<file path="config.mk">
export PLATFORM = sky130hd
export DESIGN_NAME = btn_debounce_pulse
export DESIGN_NICKNAME = d
export VERILOG_FILES = /design/src/rtl/btn_debounce_pulse_pkg.sv /design/src/rtl/btn_debounce_pulse_debounce_chan.sv /design/src/rtl/btn_debounce_pulse.sv
export SDC_FILE = /design/constraint.sdc
export NUM_CORES = 1
export LEC_CHECK = 0
export ABC_CLOCK_PERIOD_IN_PS = 2100
export BUFFER_PORTS_ARGS = -buffer_cell sky130_fd_sc_hd__buf_2
export CAP_MARGIN = 10
export CELL_PAD_IN_SITES_DETAIL_PLACEMENT = 1
export CELL_PAD_IN_SITES_GLOBAL_PLACEMENT = 1
export CORE_MARGIN = 2
export CORE_UTILIZATION = 49
export DETAILED_ROUTE_END_ITERATION = 16
export GPL_TIMING_DRIVEN = 0
export PLACE_DENSITY_LB_ADDON = 0.05
export SLEW_MARGIN = 20
export SYNTH_ARGS = -nofsm -noshare
export SYNTH_HDL_FRONTEND = slang
export SYNTH_HIERARCHICAL = 1
export SYNTH_SLANG_ARGS = --single-unit
</file>
<file path="constraint.sdc">
create_clock -name clk -period 2.1 [get_ports clk]
set_clock_uncertainty 0.15 [all_clocks]
set_input_delay 0.42 -clock clk [delete_from_list [all_inputs] [get_ports clk]]
set_output_delay 0.42 -clock clk [all_outputs]
set_load 0.02 [all_outputs]
</file>
<file path="src/rtl/btn_debounce_pulse_pkg.sv">
// Shared definitions for the pushbutton conditioning block.
//   state_t        : per-channel debounce FSM state encoding
//   is_level_high(): debounced level implied by a given FSM state
package btn_debounce_pulse_pkg;

    typedef enum logic [1:0] {
        ST_IDLE    = 2'd0,
        ST_WAIT_HI = 2'd1,
        ST_HIGH    = 2'd2,
        ST_WAIT_LO = 2'd3
    } state_t;

    // The accepted level stays high while a release is still being qualified.
    function automatic logic is_level_high(state_t st);
        return (st == ST_HIGH) || (st == ST_WAIT_LO);
    endfunction

endpackage

</file>
<file path="src/rtl/btn_debounce_pulse_debounce_chan.sv">
// One pushbutton channel: 2-flop synchroniser, counter-based debounce FSM and
// a one-cycle strobe on every accepted press.
// Ports:
//   clk       in  1  system clock
//   rst_n     in  1  asynchronous active-low reset
//   btn_raw   in  1  raw asynchronous button, 1 = pressed
//   btn_level out 1  debounced level (registered)
//   btn_pulse out 1  one-cycle strobe on debounced 0->1 (registered)
import btn_debounce_pulse_pkg::*;

module debounce_chan #(
    parameter int DEBOUNCE_CYCLES = 50000,
    parameter int CNT_W           = 16
) (
    input  logic clk,
    input  logic rst_n,
    input  logic btn_raw,
    output logic btn_level,
    output logic btn_pulse
);

    localparam logic [CNT_W-1:0] CNT_LAST = CNT_W'(DEBOUNCE_CYCLES - 1);
    localparam logic [CNT_W-1:0] CNT_ONE  = CNT_W'(1);

    logic             sync_p0;
    logic             sync_p1;
    state_t           state;
    state_t           state_n;
    logic [CNT_W-1:0] cnt;
    logic [CNT_W-1:0] cnt_n;
    logic             level_n;
    logic             pulse_n;

    // Stage p0/p1: synchroniser; sync_p1 is the only view of the button the FSM gets.
    always_ff @(posedge clk or negedge rst_n) begin
        if (!rst_n) begin
            sync_p0   <= 1'b0;
            sync_p1   <= 1'b0;
            state     <= ST_IDLE;
            cnt       <= '0;
            btn_level <= 1'b0;
            btn_pulse <= 1'b0;
        end else begin
            sync_p0   <= btn_raw;
            sync_p1   <= sync_p0;
            state     <= state_n;
            cnt       <= cnt_n;
            btn_level <= level_n;
            btn_pulse <= pulse_n;
        end
    end

    // FSM stage: cnt counts consecutive samples that disagree with the accepted level.
    always_comb begin
        state_n = state;
        cnt_n   = cnt;
        pulse_n = 1'b0;
        case (state)
            ST_IDLE: begin
                if (sync_p1) begin
                    state_n = ST_WAIT_HI;
                    cnt_n   = CNT_ONE;
                end
            end
            ST_WAIT_HI: begin
                if (!sync_p1) begin
                    state_n = ST_IDLE;
                    cnt_n   = '0;
                end else if (cnt == CNT_LAST) begin
                    state_n = ST_HIGH;
                    pulse_n = 1'b1;
                end else begin
                    cnt_n = cnt + CNT_ONE;
                end
            end
            ST_HIGH: begin
                if (!sync_p1) begin
                    state_n = ST_WAIT_LO;
                    cnt_n   = CNT_ONE;
                end
            end
            ST_WAIT_LO: begin
                // Returning to HIGH here is a release bounce, never a new press.
                if (sync_p1) begin
                    state_n = ST_HIGH;
                    cnt_n   = '0;
                end else if (cnt == CNT_LAST) begin
                    state_n = ST_IDLE;
                end else begin
                    cnt_n = cnt + CNT_ONE;
                end
            end
            default: begin
                state_n = ST_IDLE;
                cnt_n   = '0;
            end
        endcase
        level_n = is_level_high(state_n);
    end

endmodule

</file>
<file path="src/rtl/btn_debounce_pulse.sv">
// Pushbutton conditioning for the comparator operand-load buttons: one
// independent debounce channel per button.
// Ports:
//   clk       in  1      system clock
//   rst_n     in  1      asynchronous active-low reset
//   btn_raw   in  N_BTN  raw asynchronous buttons, 1 = pressed
//   btn_level out N_BTN  debounced levels
//   btn_pulse out N_BTN  one-cycle strobe per accepted press
module btn_debounce_pulse #(
    parameter int N_BTN           = 2,
    parameter int DEBOUNCE_CYCLES = 50000,
    parameter int CNT_W           = 16
) (
    input  logic             clk,
    input  logic             rst_n,
    input  logic [N_BTN-1:0] btn_raw,
    output logic [N_BTN-1:0] btn_level,
    output logic [N_BTN-1:0] btn_pulse
);

    for (genvar i = 0; i < N_BTN; i++) begin : g_chan
        debounce_chan #(
            .DEBOUNCE_CYCLES(DEBOUNCE_CYCLES),
            .CNT_W          (CNT_W)
        ) u_chan (
            .clk      (clk),
            .rst_n    (rst_n),
            .btn_raw  (btn_raw[i]),
            .btn_level(btn_level[i]),
            .btn_pulse(btn_pulse[i])
        );
    end

endmodule

</file>
======== Word-level counts from Yosys, hierarchy flattened ========
Index checks and enable logic that the tools add are counted.
operators by class
  add/subtract/negate cells ............... 2
  equality and inequality tests ........... 16
  reduce and logical (&&, ||, !) cells .... 6
  multiplexer cells ....................... 32
operators by type and width
  cell                     count
  $mux W16                 10
  $pmux W16 S4             2
  $add A16 B1 Y16 const B  2
  $eq A16 B16 Y1 const B   2
  $mux W2                  12
  $eq A2 B2 Y1 const B     8
  $pmux W2 S4              2
  $mux W1                  6
  $eq A2 B1 Y1 const B     2
  $logic_not A2 Y1         2
  $ne A2 B1 Y1 const B     2
  $ne A2 B2 Y1 const B     2
  $reduce_and A2 Y1        2
  $logic_or A1 B1 Y1       2
storage, ports and cells
  word-level logic and storage cells ...... 68
  bits in registers ....................... 44
  output and inout bits ................... 4
  input bits .............................. 4

======== Longest topological paths before layout ========
  depth in word-level cells ............... 6
  mapped depth ............................ 6
  depth with buffers taken out ............ 5

======== By module ========
Netlist, hierarchy kept.
modules (own cells, without submodules)
  module         sequential area each (µm²)  cells an instance  times used  area each (µm²)
  debounce_chan  550.5                       108                2           1124.8

======== Least setup slack after synthesis ========
OpenSTA, ideal clock, no wires.
  kind .................................... register to register
  start point ............................. register g_chan[0].u_chan.cnt[0]
  end point ............................... register g_chan[0].u_chan.btn_level
  slack ................................... 0.233 ns
  path buffers ............................ 1
  cell stages (with the launch flop) ...... 7
  clock period less this slack ............ 1.867 ns
  setup time .............................. 0.125 ns
  data required time ...................... 1.825 ns
  arrival time ............................ 1.592 ns
  cells stage by stage .................... dfrtp_1 -> ha_1 -> and3_1 -> buf_2 -> and4_1 -> nand2_1 -> mux2_2
on the way
  cells in the longest elaborated chain, start to end .. 6
  elaborated cells on any way between the ends .. 9
  classes of those cells .................. eq/ne: 3; mux: 5; reduce/logical: 1
ends and longest elaborated chain
  item                          line                                                                            source
  start: declaration            btn_debounce_pulse_debounce_chan.sv:29                                          logic [CNT_W-1:0] cnt;
  start signal: assignment      btn_debounce_pulse_debounce_chan.sv:47                                          cnt <= cnt_n;
  $eq A16 B16 Y1 (*)            btn_debounce_pulse_debounce_chan.sv:69, btn_debounce_pulse_debounce_chan.sv:87
  $mux W2 (on tied branches)    btn_debounce_pulse_debounce_chan.sv:87, btn_debounce_pulse_debounce_chan.sv:69
  $mux W2 (on tied branches)    btn_debounce_pulse_debounce_chan.sv:84, btn_debounce_pulse_debounce_chan.sv:66
  $pmux W2 S4 (*)               btn_debounce_pulse_debounce_chan.sv:58                                          case (state)
  $eq A2 B2 Y1                  btn_debounce_pulse_pkg.sv:15                                                    return (st == ST_HIGH) || (st == ST_WAIT_LO);
  $logic_or A1 B1 Y1 (*)        btn_debounce_pulse_pkg.sv:15
  net g_chan[0].u_chan.level_n  btn_debounce_pulse_debounce_chan.sv:31                                          logic level_n;
  end signal: assignment        btn_debounce_pulse_debounce_chan.sv:48                                          btn_level <= level_n;
  end: declaration              btn_debounce_pulse_debounce_chan.sv:18                                          output logic btn_level,
Mark *: on every way through the listed nets, which the timed path passes. The rest lies on a longest branch.
A chain may end at the register's enable or synchronous reset.

======== Final worst setup path ========
  start point ............................. register g_chan[1].u_chan.cnt[1]
  end point ............................... register g_chan[1].u_chan.btn_level
on the way
  cells in the longest elaborated chain, start to end .. 6
  elaborated cells on any way between the ends .. 9
  classes of those cells .................. eq/ne: 3; mux: 5; reduce/logical: 1
ends and longest elaborated chain
  item                          line
  start: declaration            btn_debounce_pulse_debounce_chan.sv:29
  start signal: assignment      btn_debounce_pulse_debounce_chan.sv:47
  $eq A16 B16 Y1 (*)            btn_debounce_pulse_debounce_chan.sv:69, btn_debounce_pulse_debounce_chan.sv:87
  $mux W2 (on tied branches)    btn_debounce_pulse_debounce_chan.sv:87, btn_debounce_pulse_debounce_chan.sv:69
  $mux W2 (on tied branches)    btn_debounce_pulse_debounce_chan.sv:84, btn_debounce_pulse_debounce_chan.sv:66
  $pmux W2 S4 (*)               btn_debounce_pulse_debounce_chan.sv:58
  $eq A2 B2 Y1                  btn_debounce_pulse_pkg.sv:15
  $logic_or A1 B1 Y1 (*)        btn_debounce_pulse_pkg.sv:15
  net g_chan[1].u_chan.level_n  btn_debounce_pulse_debounce_chan.sv:31
  end signal: assignment        btn_debounce_pulse_debounce_chan.sv:48
  end: declaration              btn_debounce_pulse_debounce_chan.sv:18
Marked as above.

==> results by group <==
Layout
  • Antenna Cells: 0
  • Area grow syn2layout: 10.3%
  • Final nets: 238
  • Post-route cell area: between 0.002 and 0.0025 sq mm
  • Finished Core Util: 0.566
  • Share of cells above drive strength 1: 0.193

Critical path
  • Startpoint types: flip-flop
  • CP Cell Sequence: ha_1 -> and3_1 -> buf_2 -> and4_2 -> nand2_2 -> mux2_2
  • Critical path type: reg -> reg
  • Buf+Inv Stages, Crit Path: 1
  • CP Capture Type: flip-flop
  • CP max FO: 6
  • Worst EP required: 2.13 ns
  • Largest delay share family, worst path: simple AND/OR/NAND/NOR gates
  • WP data arrival: roughly 2 ns
  • CP max stage cell: dfrtp_1
  • CP peak stage delay: 0.44 ns

Power and ir drop
  • P_leak: 1.03 nW
  • Pwr dens: just over 600 mW/mm^2
  • Maximum vdd drop: approximately 0.30 mV

Place
  • DP Area: about 0.0023 sq mm
  • Detailed placer's ending HPWL: ~3600 um
  • PortBufs: 7
  • Final weighted congestion of routability-driven global placement: around 0.84

Yosys
  • Synthesized area per cell: between 10 and 15 sq um
  • Count leader, synth: dfrtp_1
  • Gate Count Post-Synth: ~220
  • Syn_nets: around 220
  • Post-synthesis register bit count: 44
  • Sequential fraction of the synthesis area: 0.489
  • Top cells by area, synth: dfrtp_1, o21ai_0, nand4_1, nor2_1, a22o_1
  • Ys Warns: 6
  • Synth top area share: 0.489
  • Post-synth EDFFs: 0
  • Post-Syn Area: approximately 0.0022 sq mm
  • Synth cell types: 32
  • Async SR Flop Fraction: 1.00
  • Area leader, netlist: dfrtp_1
  • Leading register cell type out of synthesis: dfrtp_1
  • Commonest cells in the netlist: dfrtp_1, nor2_1, o21ai_0

Timing
  • Endpoints failing setup: 0
  • FMAX: a little under 0.5 GHz
  • Final hold viol count: 0
  • Slew @ Worst Pin: approximately 0.94 ns
  • Final Critical Period: 2.03 ns
  • Worst-case hold slack: between 0.07 and 0.08 ns
  • RSZ-0062 raised after global routing: no
  • Slew HR: 0.372
  • Setup TNS: 0 ns
  • Final period utilization: 0.968
  • Pins Over Slew Limit: 0

GRT
  • GRT Total Usage: 0.217
  • First-pass GRT wire length: between 8000 and 9000 um
  • Number of global-route vias before repair: around 1800
  • Grt total ovfl: 0
  • Initial antenna violation count: 0
  • Pin count of the biggest net entering global routing: 45

Clock network
  • Max clock buf depth: 2
  • Max H-tree Level: 2
  • Clock Latency Late Sink: between 0.2 and 0.3 ns
  • Clock root buffer: clkbuf_8
  • CTS sink count: 44
  • CTS tree: done
  • Clk slew on worst S/H paths: approximately 0.08 ns
  • Cts bufs inserted: 5

Floorplanning
  • Height of the chip: roughly 72 um
  • Row Count: 24
  • # IOs: 8
  • DIE WIDTH: 71.8 um
  • Starting Density: 0.513
  • Total core area: approximately 0.0044 sq mm
  • Die area: roughly 0.0051 sq mm

Routing
  • Initial DRT Pass Iterations: 4
  • Final WL: 5010 um
  • Drt wl/cell: between 15 and 20 um
  • Post-route DRC violation count: 0
  • Avg Vias per Cell: ~6
  • Antenna-violating nets left: 0
  • DRT iter0 DRCs: approximately 130
  • Vias after detailed routing: around 1800

Min path
  • Hold WC Path Type: in -> reg

Job
  • Max Cap Viol: 0

Status
  • Status: complete, no violations
kinds of logic (layout without fill, tap and decap cells):
logic type / Yosys count / after routing / synth area share
xor+xnor: 16 / 16 / 0.0690
compound gates: 42 / 42 / 0.121
buf+inv: 8 / 25 / 0.0167
mux: 4 / 4 / 0.0200
flops: 44 / 44 / 0.489
fa+ha+maj: 2 / 2 / 0.0111
simple gates: 100 / 100 / 0.273
flip-flops by register name, summed over array words and instances, names as in the netlist:
signal / flops
g_chan.u_chan/sync_p1: 2
g_chan.u_chan/sync_p0: 2
g_chan.u_chan/cnt: 32
g_chan.u_chan/state: 4
g_chan.u_chan/btn_pulse: 2
g_chan.u_chan/btn_level: 2
power breakdown:
group          internal, mW  total (mW)  switching [mW]
logic                0.0383      0.0993          0.0609
clock network         0.267       0.542           0.275
registers             0.863       0.886          0.0238
worst reg2reg max path: stages, from the launching register on:
cell and delay [ns]:
dfrtp_1 0.44, ha_1 0.24, and3_1 0.20, buf_2 0.16
and4_2 0.27, nand2_2 0.11, mux2_2 0.35
worst paths after layout:
kind | slack [ns] | endpoint | startpoint | cells past startpoint
worst max-delay path | 0.07 | g_chan[1].u_chan/btn_level$_DFF_PN0_ | g_chan[1].u_chan/cnt[1]$_DFFE_PN0P_ | 6
worst min-delay path | 0.08 | g_chan[1].u_chan/sync_p0$_DFF_PN0_ | btn_raw[1] | 1
worst max register to register | 0.07 | g_chan[1].u_chan/btn_level$_DFF_PN0_ | g_chan[1].u_chan/cnt[1]$_DFFE_PN0P_ | 6
worst min register to register | 0.20 | g_chan[0].u_chan/sync_p1$_DFF_PN0_ | g_chan[0].u_chan/sync_p0$_DFF_PN0_ | 0
max in group asynchronous | 1.04 | g_chan[1].u_chan/cnt[0]$_DFFE_PN0P_ | rst_n | 1
min in group asynchronous | 0.12 | g_chan[0].u_chan/state[0]$_DFF_PN0_ | rst_n | 1
cell type report:
cell class,count,area [sq um]
repair buffers,9,50.0
fillers,491,1900
clock inverters,1,7.51
inverters,2,7.51
clock buffers,7,86.3
well taps,52,65.1
plain buffers,6,30.0
flip-flops and latches,44,1100
multi-input cells,164,1130
placed cells by master, fill, tap and decap left out, types with 6 or more instances in the layout:
| cell | n |
|---|---|
| buf_2 | 13 |
| nand4_1 | 12 |
| nand2_1 | 8 |
| a21oi_1 | 8 |
| a22o_1 | 8 |
| o21ai_0 | 16 |
| nor2_1 | 20 |
| nand3_1 | 14 |
| or3_1 | 8 |
| xor2_1 | 8 |
| and4_1 | 7 |
| dfrtp_1 | 42 |
| clkbuf_8 | 6 |
metal layers:
layer | routed length, um | vias up | share of wire | track usage
li1 | - | 839 | - | -
met1 | 2460 | 882 | 0.49 | 0.312
met2 | 2330 | 28 | 0.47 | 0.327
met3 | 138 | 7 | 0.028 | 0.0436
met4 | 69 | 0 | 0.014 | 0.0776
met5 | 0 | - | 0 | 0
stage by stage:
stage	total power [mW]	setup WS [ns]	instances
final	1.53	0.0679	285
after global routing	1.61	0.00790	285
after CTS	1.55	0.0175	283
after detailed placement	0.994	0.0443	275
after global placement	0.984	0.106	275
after floorplan	0.951	0.233	216
timing repair:
| item | in CTS | in global routing |
|---|---|---|
| pin swaps | 0 | 0 |
| hold buffers | 0 | 0 |
| endpoints found under the setup margin | 1 | 20 |
| hold endpoints to repair | 0 | 0 |
| gates resized for setup | 1 | 6 |
| buffers inserted | 0 | 2 |
Power figures use the tool's default switching activity.
